File: config.mk
export PLATFORM = sky130hd
export DESIGN_NAME = counter_cmd_seq
export DESIGN_NICKNAME = d
export VERILOG_FILES = /design/src/rtl/counter_cmd_seq.sv
export SDC_FILE = /design/constraint.sdc
export NUM_CORES = 1
export LEC_CHECK = 0
export BUFFER_PORTS_ARGS = -buffer_cell sky130_fd_sc_hd__buf_2
export CORE_MARGIN = 5
export CORE_UTILIZATION = 45
export CTS_CLUSTER_SIZE = 28
export DETAILED_ROUTE_END_ITERATION = 16
export MAX_ROUTING_LAYER = met4
export PLACE_DENSITY = 0.73
export SLEW_MARGIN = 20
export SYNTH_ARGS = -nofsm -noshare
export SYNTH_HDL_FRONTEND = slang
export SYNTH_SLANG_ARGS = --single-unit
File: constraint.sdc
create_clock -name clk -period 1.9 [get_ports clk]
set_input_delay 0.57 -clock clk [delete_from_list [all_inputs] [get_ports clk]]
set_output_delay 0.57 -clock clk [all_outputs]
set_load 0.02 [all_outputs]
File: src/rtl/counter_cmd_seq.sv
// rtl/counter_cmd_seq.sv - command sequencer that drives en/load/up_downN of an external up/down counter
// Accepts LOAD/UP/DOWN commands one at a time and issues the matching counter strobes.
module counter_cmd_seq (
  input  logic       clk,
  input  logic       resetN,
  input  logic       cmd_valid,
  output logic       cmd_ready,
  input  logic [1:0] cmd_op,
  input  logic [4:0] cmd_arg,
  input  logic       abort,
  output logic       en,
  output logic       load,
  output logic       up_downN,
  output logic [4:0] initialCount,
  output logic       busy,
  output logic       done,
  output logic       err,
  output logic       aborted
);

  localparam logic [1:0] S_IDLE = 2'd0;
  localparam logic [1:0] S_LOAD = 2'd1;
  localparam logic [1:0] S_STEP = 2'd2;
  localparam logic [1:0] S_DONE = 2'd3;

  localparam logic [1:0] OP_LOAD = 2'b00;
  localparam logic [1:0] OP_UP   = 2'b01;
  localparam logic [1:0] OP_DOWN = 2'b10;

  logic [1:0] state, state_nxt;
  logic [4:0] remaining, rem_nxt;
  logic       en_nxt, load_nxt, up_nxt, err_nxt, ab_nxt;
  logic [4:0] init_nxt;

  assign busy = (state != S_IDLE);

  always_comb begin
    state_nxt = state;
    rem_nxt   = remaining;
    en_nxt    = 1'b0;
    load_nxt  = 1'b0;
    up_nxt    = 1'b0;
    init_nxt  = 5'd0;
    err_nxt   = 1'b0;
    ab_nxt    = 1'b0;
    case (state)
      S_IDLE: begin
        if (cmd_valid && cmd_ready) begin
          case (cmd_op)
            OP_LOAD: begin
              state_nxt = S_LOAD;
              en_nxt    = 1'b1;
              load_nxt  = 1'b1;
              init_nxt  = cmd_arg;
            end
            OP_UP, OP_DOWN: begin
              if (cmd_arg == 5'd0) begin
                state_nxt = S_DONE;
              end else begin
                state_nxt = S_STEP;
                rem_nxt   = cmd_arg;
                en_nxt    = 1'b1;
                up_nxt    = (cmd_op == OP_UP);
              end
            end
            default: begin
              state_nxt = S_DONE;
              err_nxt   = 1'b1;
            end
          endcase
        end
      end
      S_LOAD: state_nxt = S_DONE;
      S_STEP: begin
        rem_nxt = remaining - 5'd1;
        // abort on the last step still reports as aborted
        if (abort || remaining == 5'd1) begin
          state_nxt = S_DONE;
          ab_nxt    = abort;
        end else begin
          en_nxt = 1'b1;
          up_nxt = up_downN;
        end
      end
      default: state_nxt = S_IDLE;
    endcase
  end

  always_ff @(posedge clk or negedge resetN) begin
    if (!resetN) begin
      state        <= S_IDLE;
      remaining    <= 5'd0;
      cmd_ready    <= 1'b0;
      en           <= 1'b0;
      load         <= 1'b0;
      up_downN     <= 1'b0;
      initialCount <= 5'd0;
      done         <= 1'b0;
      err          <= 1'b0;
      aborted      <= 1'b0;
    end else begin
      state        <= state_nxt;
      remaining    <= rem_nxt;
      cmd_ready    <= (state_nxt == S_IDLE);
      en           <= en_nxt;
      load         <= load_nxt;
      up_downN     <= up_nxt;
      initialCount <= init_nxt;
      done         <= (state_nxt == S_DONE);
      err          <= err_nxt;
      aborted      <= ab_nxt;
    end
  end

endmodule

# ---- Word level (Yosys, flattened, before mapping)
# Index checks and enable logic that the tools add are counted.
dict set report word_totals {
  reg_bits 19
  in_bits 11
  output_inout_bits 13
  wordCells 62
}
dict set report classes {
  addsub 1
  n_eq_ne 10
  n_mux 30
  reduce_logical 11
}
# cell n
set op_table {}
lappend op_table {{5-bit 2-to-1 mux} 6}
lappend op_table {{1-bit 2-to-1 mux} 16}
lappend op_table {{5-bit case mux with 2 select lines} 1}
lappend op_table {{2-bit equality test, second input constant} 3}
lappend op_table {{2-bit logical NOT} 3}
lappend op_table {{2-bit inequality test, second input constant} 3}
lappend op_table {{1-bit case mux with 2 select lines} 3}
lappend op_table {{2-bit case mux with 3 select lines} 1}
lappend op_table {{5-bit by 1-bit equality test with 1-bit output, second input constant} 1}
lappend op_table {{5-bit logical NOT} 1}
lappend op_table {{5-bit by 1-bit subtractor with 5-bit output, second input constant} 1}
lappend op_table {{2-bit by 1-bit equality test with 1-bit output, second input constant} 2}
lappend op_table {{2-bit 2-to-1 mux} 2}
lappend op_table {{2-bit case mux with 2 select lines} 1}
lappend op_table {{4-bit AND reduction} 1}
lappend op_table {{2-bit nonzero test} 2}
lappend op_table {{3-bit OR reduction} 1}
lappend op_table {{2-bit by 1-bit inequality test with 1-bit output, second input constant} 1}
lappend op_table {{2-bit OR reduction} 1}
lappend op_table {{1-bit logical AND} 1}
lappend op_table {{1-bit logical OR} 1}

# ---- Depth between registers and ports, before layout
# Gate-level depths: netlist (run 1).
dict set report logic_depth {
  word_depth 6
  mapped_depth 6
  ltp_nobuf 6
}

# ---- Worst setup path after synthesis (run 1)
# OpenSTA, ideal clock, no wires.
dict set report synth_timing {
  kind {input-to-reg}
  from {input cmd_arg[0]}
  to {register remaining[4]}
  arrival_time_ns 1.684
  slack_ns 0.097
  stages 4
  path_buffers 0
  cell_sequence {or4_4 > o2111ai_4 > a22oi_1 > o2bb2a_4}
}
dict set report synth_via {
  elab_chain_cells 3
}
# item line_no
set synth_rtl {}
lappend synth_rtl {{from (decl)} 9} ;# input logic [4:0] cmd_arg,
lappend synth_rtl {{5-bit logical NOT} 57} ;# if (cmd_arg == 5'd0) begin
lappend synth_rtl {{2-bit inequality test (no line)} -}
lappend synth_rtl {{4-bit AND reduction (no line)} -}
lappend synth_rtl {{to (signal assigned)} 103} ;# remaining <= rem_nxt;
lappend synth_rtl {{to (decl)} 31} ;# logic [4:0] remaining, rem_nxt;
# Every way passes these cells.
# A chain may end at the register's enable or synchronous reset.

# ---- Worst setup path after layout (run 1)
dict set report layout_timing {
  from {register state[0]}
  to {output busy}
}
dict set report layout_via {
  elab_chain_cells 1
}
# item line_no
set layout_rtl {}
lappend layout_rtl {{from (decl)} 30} ;# logic [1:0] state, state_nxt;
lappend layout_rtl {{from (signal assigned)} 102} ;# state <= state_nxt;
lappend layout_rtl {{2-bit nonzero test} 35} ;# assign busy = (state != S_IDLE);
lappend layout_rtl {{to (decl)} 15} ;# output logic busy,
# Every way passes these cells.

==> results of run 1 <==
-- synthesized netlist by cell type, drive strengths merged (3+ instances only) --
cell type	count	area, um^2
ha	10	125
mux2i	4	40.0
inv	12	45.0
nand2	8	32.5
and2	7	43.8
o21ai	3	15.0
nor2	5	18.8
o2bb2a	3	60.1
dfrtp	19	475
-- registers in the layout, indices dropped and copies added, names as in the netlist --
register      count
initialCount      5
remaining         5
state             2
aborted           1
cmd_ready         1
done              1
en                1
err               1
load              1
up_downN          1
-- worst min path at each step --
stage / from / end / slack, ns / cells past startpoint
2_1_floorplan: resetN / aborted / 0.27 / 0
3_3_place_gp: up_downN / up_downN / 0.51 / 2
3_5_place_dp: up_downN / up_downN / 0.52 / 2
4_1_cts: resetN / state[1] / 0.18 / 1
5_1_grt: resetN / state[1] / 0.20 / 1
6_report: resetN / state[1] / 0.18 / 1
-- worst reg2reg max path, delay by kind of cell, from the launching register on --
family | cells | cell delay [ns]
AOI/OAI and AO/OA | 2 | 0.57
adders and majority gates | 1 | 0.20
DFF | 1 | 0.42
and+or+nand+nor | 2 | 0.46
-- final cells by class --
type | instances | area share
Clock buffer | 3 | 0.0171
Clock inverter | 1 | 0.00380
Inverter | 12 | 0.0342
Multi-Input combinational cell | 65 | 0.413
Sequential cell | 19 | 0.361
Tap cell | 28 | 0.0266
Timing Repair Buffer | 33 | 0.144
-- what timing repair did --
action,in CTS,in global routing
setup endpoints to repair,1,1
setup buffers,0,3
cloned,0,0
resized for setup,2,1
-- placed cells by master (no fill, tap or decap), types with 2 or more instances in the layout --
cell | netlist | routed
mux2i_1 | 4 | 4
and3_1 | 2 | 2
clkbuf_4 | 0 | 3
or3_1 | 2 | 2
o21a_1 | 2 | 2
o22ai_1 | 2 | 2
o2bb2a_4 | 3 | 3
o21ai_0 | 3 | 3
dfrtp_1 | 19 | 19
and2_1 | 7 | 7
inv_1 | 12 | 11
buf_4 | 0 | 10
ha_1 | 10 | 9
nand2_1 | 7 | 7
a21oi_1 | 2 | 2
buf_2 | 0 | 23
nor2_1 | 5 | 5
a22oi_1 | 2 | 2
-- cell families after synthesis --
kind of cell / Yosys count / share of synthesized area
muxes: 4 / 0.0378
buffers and inverters: 14 / 0.0496
AOI/OAI and AO/OA: 20 / 0.183
DFF: 19 / 0.449
and+or+nand+nor: 31 / 0.163
adders and majority gates: 10 / 0.118
-- power by group --
part / total (mW) / switching (mW) / internal [mW]
clock network: 0.209 / 0.131 / 0.0787
logic: 0.966 / 0.507 / 0.459
registers: 0.615 / 0.0923 / 0.522
total: 1.79 / 0.730 / 1.06
-- stage by stage --
step	total power [mW]	utilization	TNS, ns	cell area, um^2
2_1_floorplan	1.27	-	0	1060
3_3_place_gp	1.47	0.562	-0.266	1250
3_5_place_dp	1.51	0.562	-0.398	1250
4_1_cts	1.75	0.580	0	1290
5_1_grt	1.93	0.590	-0.00336	1320
6_report	1.79	0.590	0	1320
-- routing by layer --
layer | track usage | part of all wire | up-vias
li1 | - | - | 407
met1 | 0.164 | 0.45 | 373
met2 | 0.222 | 0.48 | 17
met3 | 0.0395 | 0.047 | 4
met4 | 0.0596 | 0.022 | 0
met5 | - | 0 | -
==> reports/metrics.csv, run 1 <==
stage;metric;value;unit
run_status;status;completed;
timing;hold_ws;0.176;ns
cts;clk_latency;0.31;ns
worst_setup_path;slowest_stage;dfrtp_1;
worst_setup_path;cp_max_fo;8;
power_and_ir_drop;power_density;1360;nW/um^2
timing;maxSlewViolCount;0;
logic_synthesis;synth_cells;98;
logic_synthesis;synth_async_sr_flop_share;1.00;
routing;dr.pass1.iters;4;
finish;final_nets;155;
power_and_ir_drop;ir_drop;0.000832;V
cts;numCtsBuffers;3;
floorplanning;start_util;0.475;
worst_setup_path;rr_worst_depth;5;
floorplanning;placementRows;17;
timing;slew-limit-headroom;0.710;
global_routing;grt_pass1_vias;804;
worst_setup_path;endpoint;busy;
worst_setup_path;cp_num_buf_inv;3;
logic_synthesis;synth.distinct_cells;30;
timing;timing_hold_violations_final;0;
routing;post-route-drc-count;0;
worst_setup_path;crit_path_max_incr_delay;0.45;ns
placement;dp_worst_setup_slack;-0.118;ns
power_and_ir_drop;leakage;0.695;nW
global_routing;antenna_found_initial;0;
global_routing;grt_use_total;0.139;
cts;clock_sinks;19;
finish;area_delta_synth_final;24.3;%
timing;min_period;1.84;ns
finish;seqCellArea;475;um^2
finish;multi_input_area;544;um^2
min_path;hold_path_class;input port to async pin;
logic_synthesis;yosysSeqAreaShare;0.449;
job;drv_cap;0;
floorplanning;dieArea;3430;um^2
routing;ant_nets;0;
worst_setup_path;cp.depth;4;
routing;avgViaCountPerCell;4.98;
cts;holdBufCountCts;0;
worst_setup_path;startpoint;state[0];
global_routing;grt_max_degree;20;
worst_setup_path;crit_path_end_kind;output port;
logic_synthesis;synth_seq_cells;19;
worst_setup_path;path_class;register to output port;
finish;antenna_cells;0;
timing;worst_slack;0.0600;ns
routing;route.vias.total;801;
cts;clkTransAtPathRegs;0.11;ns
finish;fill_cells;190;
finish;drive_gt1_frac;0.346;
logic_synthesis;ys_warn_count;0;
floorplanning;die_height;58.5;um
worst_setup_path;reg2reg_slack;0.19;ns
timing;period_share;0.968;
worst_setup_path;critPathArrivalTime;1.27;ns
cts;htreeDepth;1;
timing;max_freq;0.543;GHz
routing;drt_iter0_markers;10;
cts;cts_tree;built;
floorplanning;io-pin-count;24;
global_routing;grt_pass1_wl;3470;um
cts;cts_max_path_buffers;2;
placement;hpwl;1560;um
cts;cts_root_buffer;clkbuf_4;
logic_synthesis;syn_area_per_cell;10.8;um^2
placement;io_buffer_count;23;
worst_setup_path;critPathLaunchType;register;
global_routing;grt_overflow;0;
logic_synthesis;synth_edf_count;0;
routing;totalWireLength;2050;um
worst_setup_path;cp_top_family;flip-flops;
placement;place_inst;154;
floorplanning;core_area;2230;um^2
logic_synthesis;synth_top_flop_cell;dfrtp_1;
floorplanning;fp.dieW;58.5;um
timing;finalSetupViolations;0;
logic_synthesis;syn-num-nets;119;
worst_setup_path;required;1.33;ns
worst_setup_path;crit_path_cell_trace;inv_2 -> ha_4 -> inv_1 -> buf_2;
logic_synthesis;synth_area;1060;um^2
finish;final_cells;161;
placement;finalWeightedCongestion;0.809;
worst_setup_path;rr_startpoint;remaining[0];
timing;worst_pin_slew;0.429;ns
timing;skew;0.00433;ns
worst_setup_path;regToRegEndpoint;cmd_ready;
routing;wl_per_cell;12.7;um
No activity file was read; power rests on OpenSTA's default activity.
==> inputs of run 2 (changes only) <==
==> constraint.sdc (replaced) <==
create_clock -name clk -period 2.2 [get_ports clk]
set_input_delay 0.66 -clock clk [delete_from_list [all_inputs] [get_ports clk]]
set_output_delay 0.66 -clock clk [all_outputs]
set_load 0.02 [all_outputs]
==> run 2 against run 1 <==
Compared with the run above: hold slack improved by 0.11 ns; final area decreased by 6.0%; power decreased by 19%; largest power group unchanged.
==> reports/metrics.csv, run 2 (synthesis results as in run 1) <==
stage;metric;value;unit;change
global_routing;grt_max_degree;20;;unchanged
timing;worst_pin_slew;0.507;ns;+0.0779 ns
timing;rsz0062_at_grt;no;;
routing;post-route-drc-count;0;;unchanged
placement;io_buffer_count;23;;unchanged
finish;layout_commonest_cell;buf_2;;
job;drv_cap;0;;unchanged
floorplanning;die_height;58.5;um;unchanged
worst_setup_path;crit_path_end_kind;output port;;
placement;dp_worst_setup_slack;0.107;ns;+0.225 ns
cts;cts_max_path_buffers;2;;unchanged
worst_setup_path;critPathArrivalTime;1.37;ns;+0.10 ns
power_and_ir_drop;total_power;1.46;mW;-19%
floorplanning;fp.dieW;58.5;um;unchanged
timing;timing_hold_violations_final;0;;unchanged
placement;place_inst;148;;-3.9%
finish;final_nets;146;;-5.8%
worst_setup_path;cp_max_fo;8;;unchanged
routing;wl_per_cell;13.5;um;+6.0%
power_and_ir_drop;power_density;1170;nW/um^2;-14%
finish;reg_top3;initialCount (5), remaining (5), state (2);;
global_routing;grt_pass1_wl;3470;um;unchanged
power_and_ir_drop;ir_drop;0.000792;V;-4.8%
floorplanning;io-pin-count;24;;unchanged
finish;drive_gt1_frac;0.282;;-0.0636
cts;cts_root_buffer;clkbuf_4;;
timing;hold_ws;0.281;ns;+0.106 ns
cts;htreeDepth;1;;unchanged
routing;route.vias.total;780;;-2.6%
finish;antenna_cells;0;;unchanged
routing;totalWireLength;2050;um;about the same
global_routing;antenna_found_initial;0;;unchanged
worst_setup_path;path_class;register to output port;;
timing;worst_slack;0.169;ns;+0.109 ns
routing;avgViaCountPerCell;5.13;;+3.1%
cts;cts_tree;built;;
worst_setup_path;required;1.54;ns;+0.21 ns
run_status;status;completed;;
global_routing;grt_use_total;0.140;;+0.000606
min_path;hold_path_class;input port to async pin;;
floorplanning;core_area;2230;um^2;unchanged
cts;clkTransAtPathRegs;0.10;ns;about the same
floorplanning;dieArea;3430;um^2;unchanged
floorplanning;start_util;0.475;;unchanged
finish;area_delta_synth_final;16.9;%;
timing;skew;0.00969;ns;+0.00536 ns
cts;clock_sinks;19;;unchanged
cts;clk_latency;0.30;ns;about the same
placement;hpwl;1610;um;+3.4%
routing;drt_iter0_markers;23;;+13
finish;final_cell_mix;23 x buf_2, 19 x dfrtp_1, 12 x inv_1;;
timing;max_freq;0.492;GHz;
timing;min_period;2.03;ns;
timing;finalSetupTns;0;ns;unchanged
routing;dr.pass1.iters;4;;unchanged
worst_setup_path;critPathLaunchType;register;;
cts;numCtsBuffers;3;;unchanged
timing;period_share;0.923;;
timing;maxSlewViolCount;0;;unchanged
floorplanning;placementRows;17;;unchanged
power_and_ir_drop;leakage;0.647;nW;-6.9%
finish;final_cells;152;;-5.6%
global_routing;grt_overflow;0;;unchanged
timing;finalSetupViolations;0;;unchanged
timing;slew-limit-headroom;0.662;;-0.0479
global_routing;grt_pass1_vias;810;;+0.75%
placement;finalWeightedCongestion;0.820;;+1.3%
routing;ant_nets;0;;unchanged
## run 2: path summary, 6_finish.rpt
path | slack, ns | startpoint | cells past startpoint | to
worst max-delay path | 0.17 | state[0] | 4 | busy
worst min-delay path | 0.28 | resetN | 1 | remaining[0]
worst max register to register | 0.45 | state[0] | 5 | remaining[0]
worst min register to register | 0.53 | up_downN | 2 | up_downN
max in group asynchronous | 1.61 | resetN | 1 | en
min in group clk | 0.53 | up_downN | 2 | up_downN
## run 2: cell type report
type / count / area [um^2]
clock buffers: 4 / 26.3
fillers: 204 / 995
inverters: 12 / 45.0
multi-input cells: 65 / 534
flip-flops and latches: 19 / 475
well taps: 28 / 35.0
repair buffers: 24 / 123
## run 2: power breakdown
group	switching (mW)	total [mW]	internal (mW)
Sequential	0.0833	0.535	0.451
Clock	0.103	0.173	0.0707
Combinational	0.418	0.747	0.329
## run 2: what timing repair did
| action | 4_1_cts | 5_1_grt |
|---|---|---|
| endpoints found under the setup margin | 0 | 1 |
| setup buffers | 0 | 0 |
| gates resized for setup | 0 | 1 |
| hold buffers | 0 | 0 |
## run 2: metal layers
metal | GRT usage | up-vias | wire (um) | part of all wire
met5 | - | - | 0 | 0
met4 | 0.0795 | 0 | 40 | 0.020
met3 | 0.0263 | 4 | 122 | 0.059
met2 | 0.238 | 21 | 1040 | 0.51
met1 | 0.152 | 368 | 853 | 0.42
li1 | - | 387 | - | -
## run 2: metrics by stage
step	utilization	instance area [um^2]
final	0.555	1240
after detailed placement	0.542	1210
after CTS	0.554	1240
after floorplan	-	1060
after global routing	0.555	1240
after global placement	0.542	1210
## run 2: worst max-delay path, stage by stage (launching register included)
cell     delay (ns)
dfrtp_1        0.44
inv_1          0.11
ha_2           0.29
inv_1          0.09
buf_2          0.16
==> inputs of run 3 (changes only) <==
--- a/config.mk
+++ b/config.mk
@@ -7,11 +7,12 @@
 export LEC_CHECK = 0
 export BUFFER_PORTS_ARGS = -buffer_cell sky130_fd_sc_hd__buf_2
 export CORE_MARGIN = 5
-export CORE_UTILIZATION = 45
+export CORE_UTILIZATION = 47
 export CTS_CLUSTER_SIZE = 28
 export DETAILED_ROUTE_END_ITERATION = 16
+export GPL_TIMING_DRIVEN = 0
 export MAX_ROUTING_LAYER = met4
-export PLACE_DENSITY = 0.73
+export PLACE_DENSITY = 0.76
 export SLEW_MARGIN = 20
 export SYNTH_ARGS = -nofsm -noshare
 export SYNTH_HDL_FRONTEND = slang
==> run 3 against run 2 <==
Compared with the run above: hold slack got worse by 0.0093 ns; sequential cell count stayed put; non-clock buffer count grew 1; first-iteration DRC count is 17% higher; die area down 3.5%; global-route usage fell by 0.63 points; critical path type unchanged; highest routed layer unchanged.
==> reports/metrics.csv, run 3 (synthesis results as in run 1) <==
stage;metric;value;unit;change
run_status;status;completed;;
timing;slew-limit-headroom;0.680;;+0.0187
cts;holdBufCountCts;0;;unchanged
worst_setup_path;required;1.54;ns;about the same
routing;post-route-drc-count;0;;unchanged
floorplanning;dieArea;3300;um^2;-3.5%
cts;cts_tree;built;;
power_and_ir_drop;ir_drop;0.000708;V;-11%
routing;ant_nets;0;;unchanged
finish;finalInstanceArea;1240;um^2;+0.10%
cts;clk_latency;0.30;ns;about the same
power_and_ir_drop;leakage;0.647;nW;about the same
routing;dr.pass1.iters;4;;unchanged
finish;final_nets;147;;+0.68%
power_and_ir_drop;power_density;1170;nW/um^2;-0.39%
routing;route.vias.total;788;;+1.0%
cts;postCtsSetupRepairBufs;0;;unchanged
placement;dp_worst_setup_slack;0.0915;ns;-0.0159 ns
finish;final_util;0.566;;+0.0113
finish;area_delta_synth_final;17.0;%;
worst_setup_path;critPathMostFrequentCell;inv_1;;
cts;clock_sinks;19;;unchanged
global_routing;antenna_found_initial;0;;unchanged
worst_setup_path;crit_path_max_incr_delay;0.45;ns;about the same
floorplanning;die_height;57.5;um;-1.8%
routing;wl_per_cell;13.2;um;-2.1%
timing;finalSetupTns;0;ns;unchanged
finish;seqCellArea;475;um^2;unchanged
finish;layout_commonest_cell;buf_2;;
timing;worst_pin_slew;0.479;ns;-0.0280 ns
finish;drive_gt1_frac;0.280;;-0.00226
timing;skew;0.00441;ns;-0.00528 ns
worst_setup_path;crit_path_end_kind;output port;;
worst_setup_path;cp_max_fo;8;;unchanged
job;drv_cap;0;;unchanged
floorplanning;io-pin-count;24;;unchanged
floorplanning;start_util;0.484;;+0.00921
finish;antenna_cells;0;;unchanged
cts;htreeDepth;1;;unchanged
timing;period_share;0.920;;-0.00364
routing;totalWireLength;2020;um;-1.5%
global_routing;grt_pass1_wl;3310;um;-4.8%
routing;avgViaCountPerCell;5.15;;+0.37%
timing;hold_ws;0.272;ns;-0.00926 ns
finish;final_cell_mix;23 x buf_2, 19 x dfrtp_1, 12 x inv_1;;
floorplanning;core_area;2190;um^2;-1.9%
finish;multi_input_area;534;um^2;unchanged
finish;reg_top3;initialCount (5), remaining (5), state (2);;
finish;fill_cells;188;;-7.8%
worst_setup_path;slowest_stage;dfrtp_1;;
worst_setup_path;reg2reg_slack;0.46;ns;about the same
timing;min_period;2.02;ns;-0.00801 ns
global_routing;grt_use_total;0.134;;-0.00628
global_routing;grt_max_degree;20;;unchanged
worst_setup_path;rr_worst_depth;5;;unchanged
cts;postCtsResizedCells;0;;unchanged
worst_setup_path;critPathLaunchType;register;;
cts;cts_root_buffer;clkbuf_4;;
worst_setup_path;path_class;register to output port;;
floorplanning;placementRows;17;;unchanged
cts;cts_max_path_buffers;2;;unchanged
cts;clkTransAtPathRegs;0.10;ns;about the same
routing;drt_iter0_markers;27;;+17%
timing;finalSetupViolations;0;;unchanged
placement;placed_cell_area;1210;um^2;unchanged
global_routing;grt_overflow;0;;unchanged
floorplanning;fp.dieW;57.5;um;-1.8%
placement;finalWeightedCongestion;0.806;;-1.7%
timing;worst_slack;0.177;ns;+0.00801 ns
worst_setup_path;crit_path_cell_trace;inv_1 -> ha_2 -> inv_1 -> buf_2;;
cts;numCtsBuffers;3;;unchanged
timing;rsz0062_at_grt;no;;
timing;max_freq;0.494;GHz;+0.40%
placement;io_buffer_count;23;;unchanged
placement;hpwl;1570;um;-2.9%
global_routing;grt_pass1_vias;781;;-3.6%
worst_setup_path;rr_startpoint;remaining[0];;
timing;timing_hold_violations_final;0;;unchanged
min_path;hold_path_class;input port to async pin;;
timing;maxSlewViolCount;0;;unchanged
worst_setup_path;regToRegEndpoint;cmd_ready;;
worst_setup_path;critPathArrivalTime;1.36;ns;about the same
-- run 3: changes by cell type in the layout (fill, tap and decap cells not counted), sizes merged --
| cell | previous run | this run |
|---|---|---|
| buf | 24 | 23 |
| clkinv | 0 | 1 |
| clkbuf | 4 | 5 |
-- run 3: how the worst max path moves through the flow --
| stage | startpoint | endpoint | slack, ns | depth (start not counted) |
|---|---|---|---|---|
| floorplan | cmd_arg[0] | remaining[4] | 0.31 | 4 |
| global placement | cmd_arg[0] | cmd_ready | 0.11 | 5 |
| detailed placement | cmd_arg[0] | cmd_ready | 0.09 | 5 |
| CTS | state[0] | busy | 0.09 | 4 |
| global route | state[0] | busy | 0.07 | 4 |
| finish | state[0] | busy | 0.18 | 4 |
-- run 3: worst max-delay path, delay by kind of cell (launching register included) --
kind	cells	cell delay, ns
flops	1	0.45
buf+inv	3	0.34
fa+ha+maj	1	0.28
-- run 3: power by group --
group	total (mW)	internal, mW	switching [mW]
combinational	0.747	0.330	0.417
sequential	0.532	0.451	0.0806
clock	0.172	0.0677	0.104
total	1.45	0.849	0.602
-- run 3: cell type report --
cell class	instances	share of cell area
Clock buffer	3	0.0182
Multi-Input combinational cell	65	0.431
Timing Repair Buffer	23	0.0928
Clock inverter	1	0.00404
Sequential cell	19	0.383
Tap cell	28	0.0283
Inverter	12	0.0363
Buffer	2	0.00605
-- run 3: stage by stage --
stage	total power, mW	cells
finish	1.45	153
global placement	1.24	149
floorplan	1.10	98
global route	1.57	153
CTS	1.46	153
detailed placement	1.28	149
-- run 3: metal layers --
| layer | routed length, um | up-vias | part of all wire | GRT usage |
|---|---|---|---|---|
| met1 | 806 | 367 | 0.40 | 0.143 |
| met5 | 0 | - | 0 | - |
| met2 | 1010 | 28 | 0.50 | 0.218 |
| li1 | - | 389 | - | - |
| met4 | 27 | 0 | 0.013 | 0.0464 |
| met3 | 177 | 4 | 0.088 | 0.0588 |
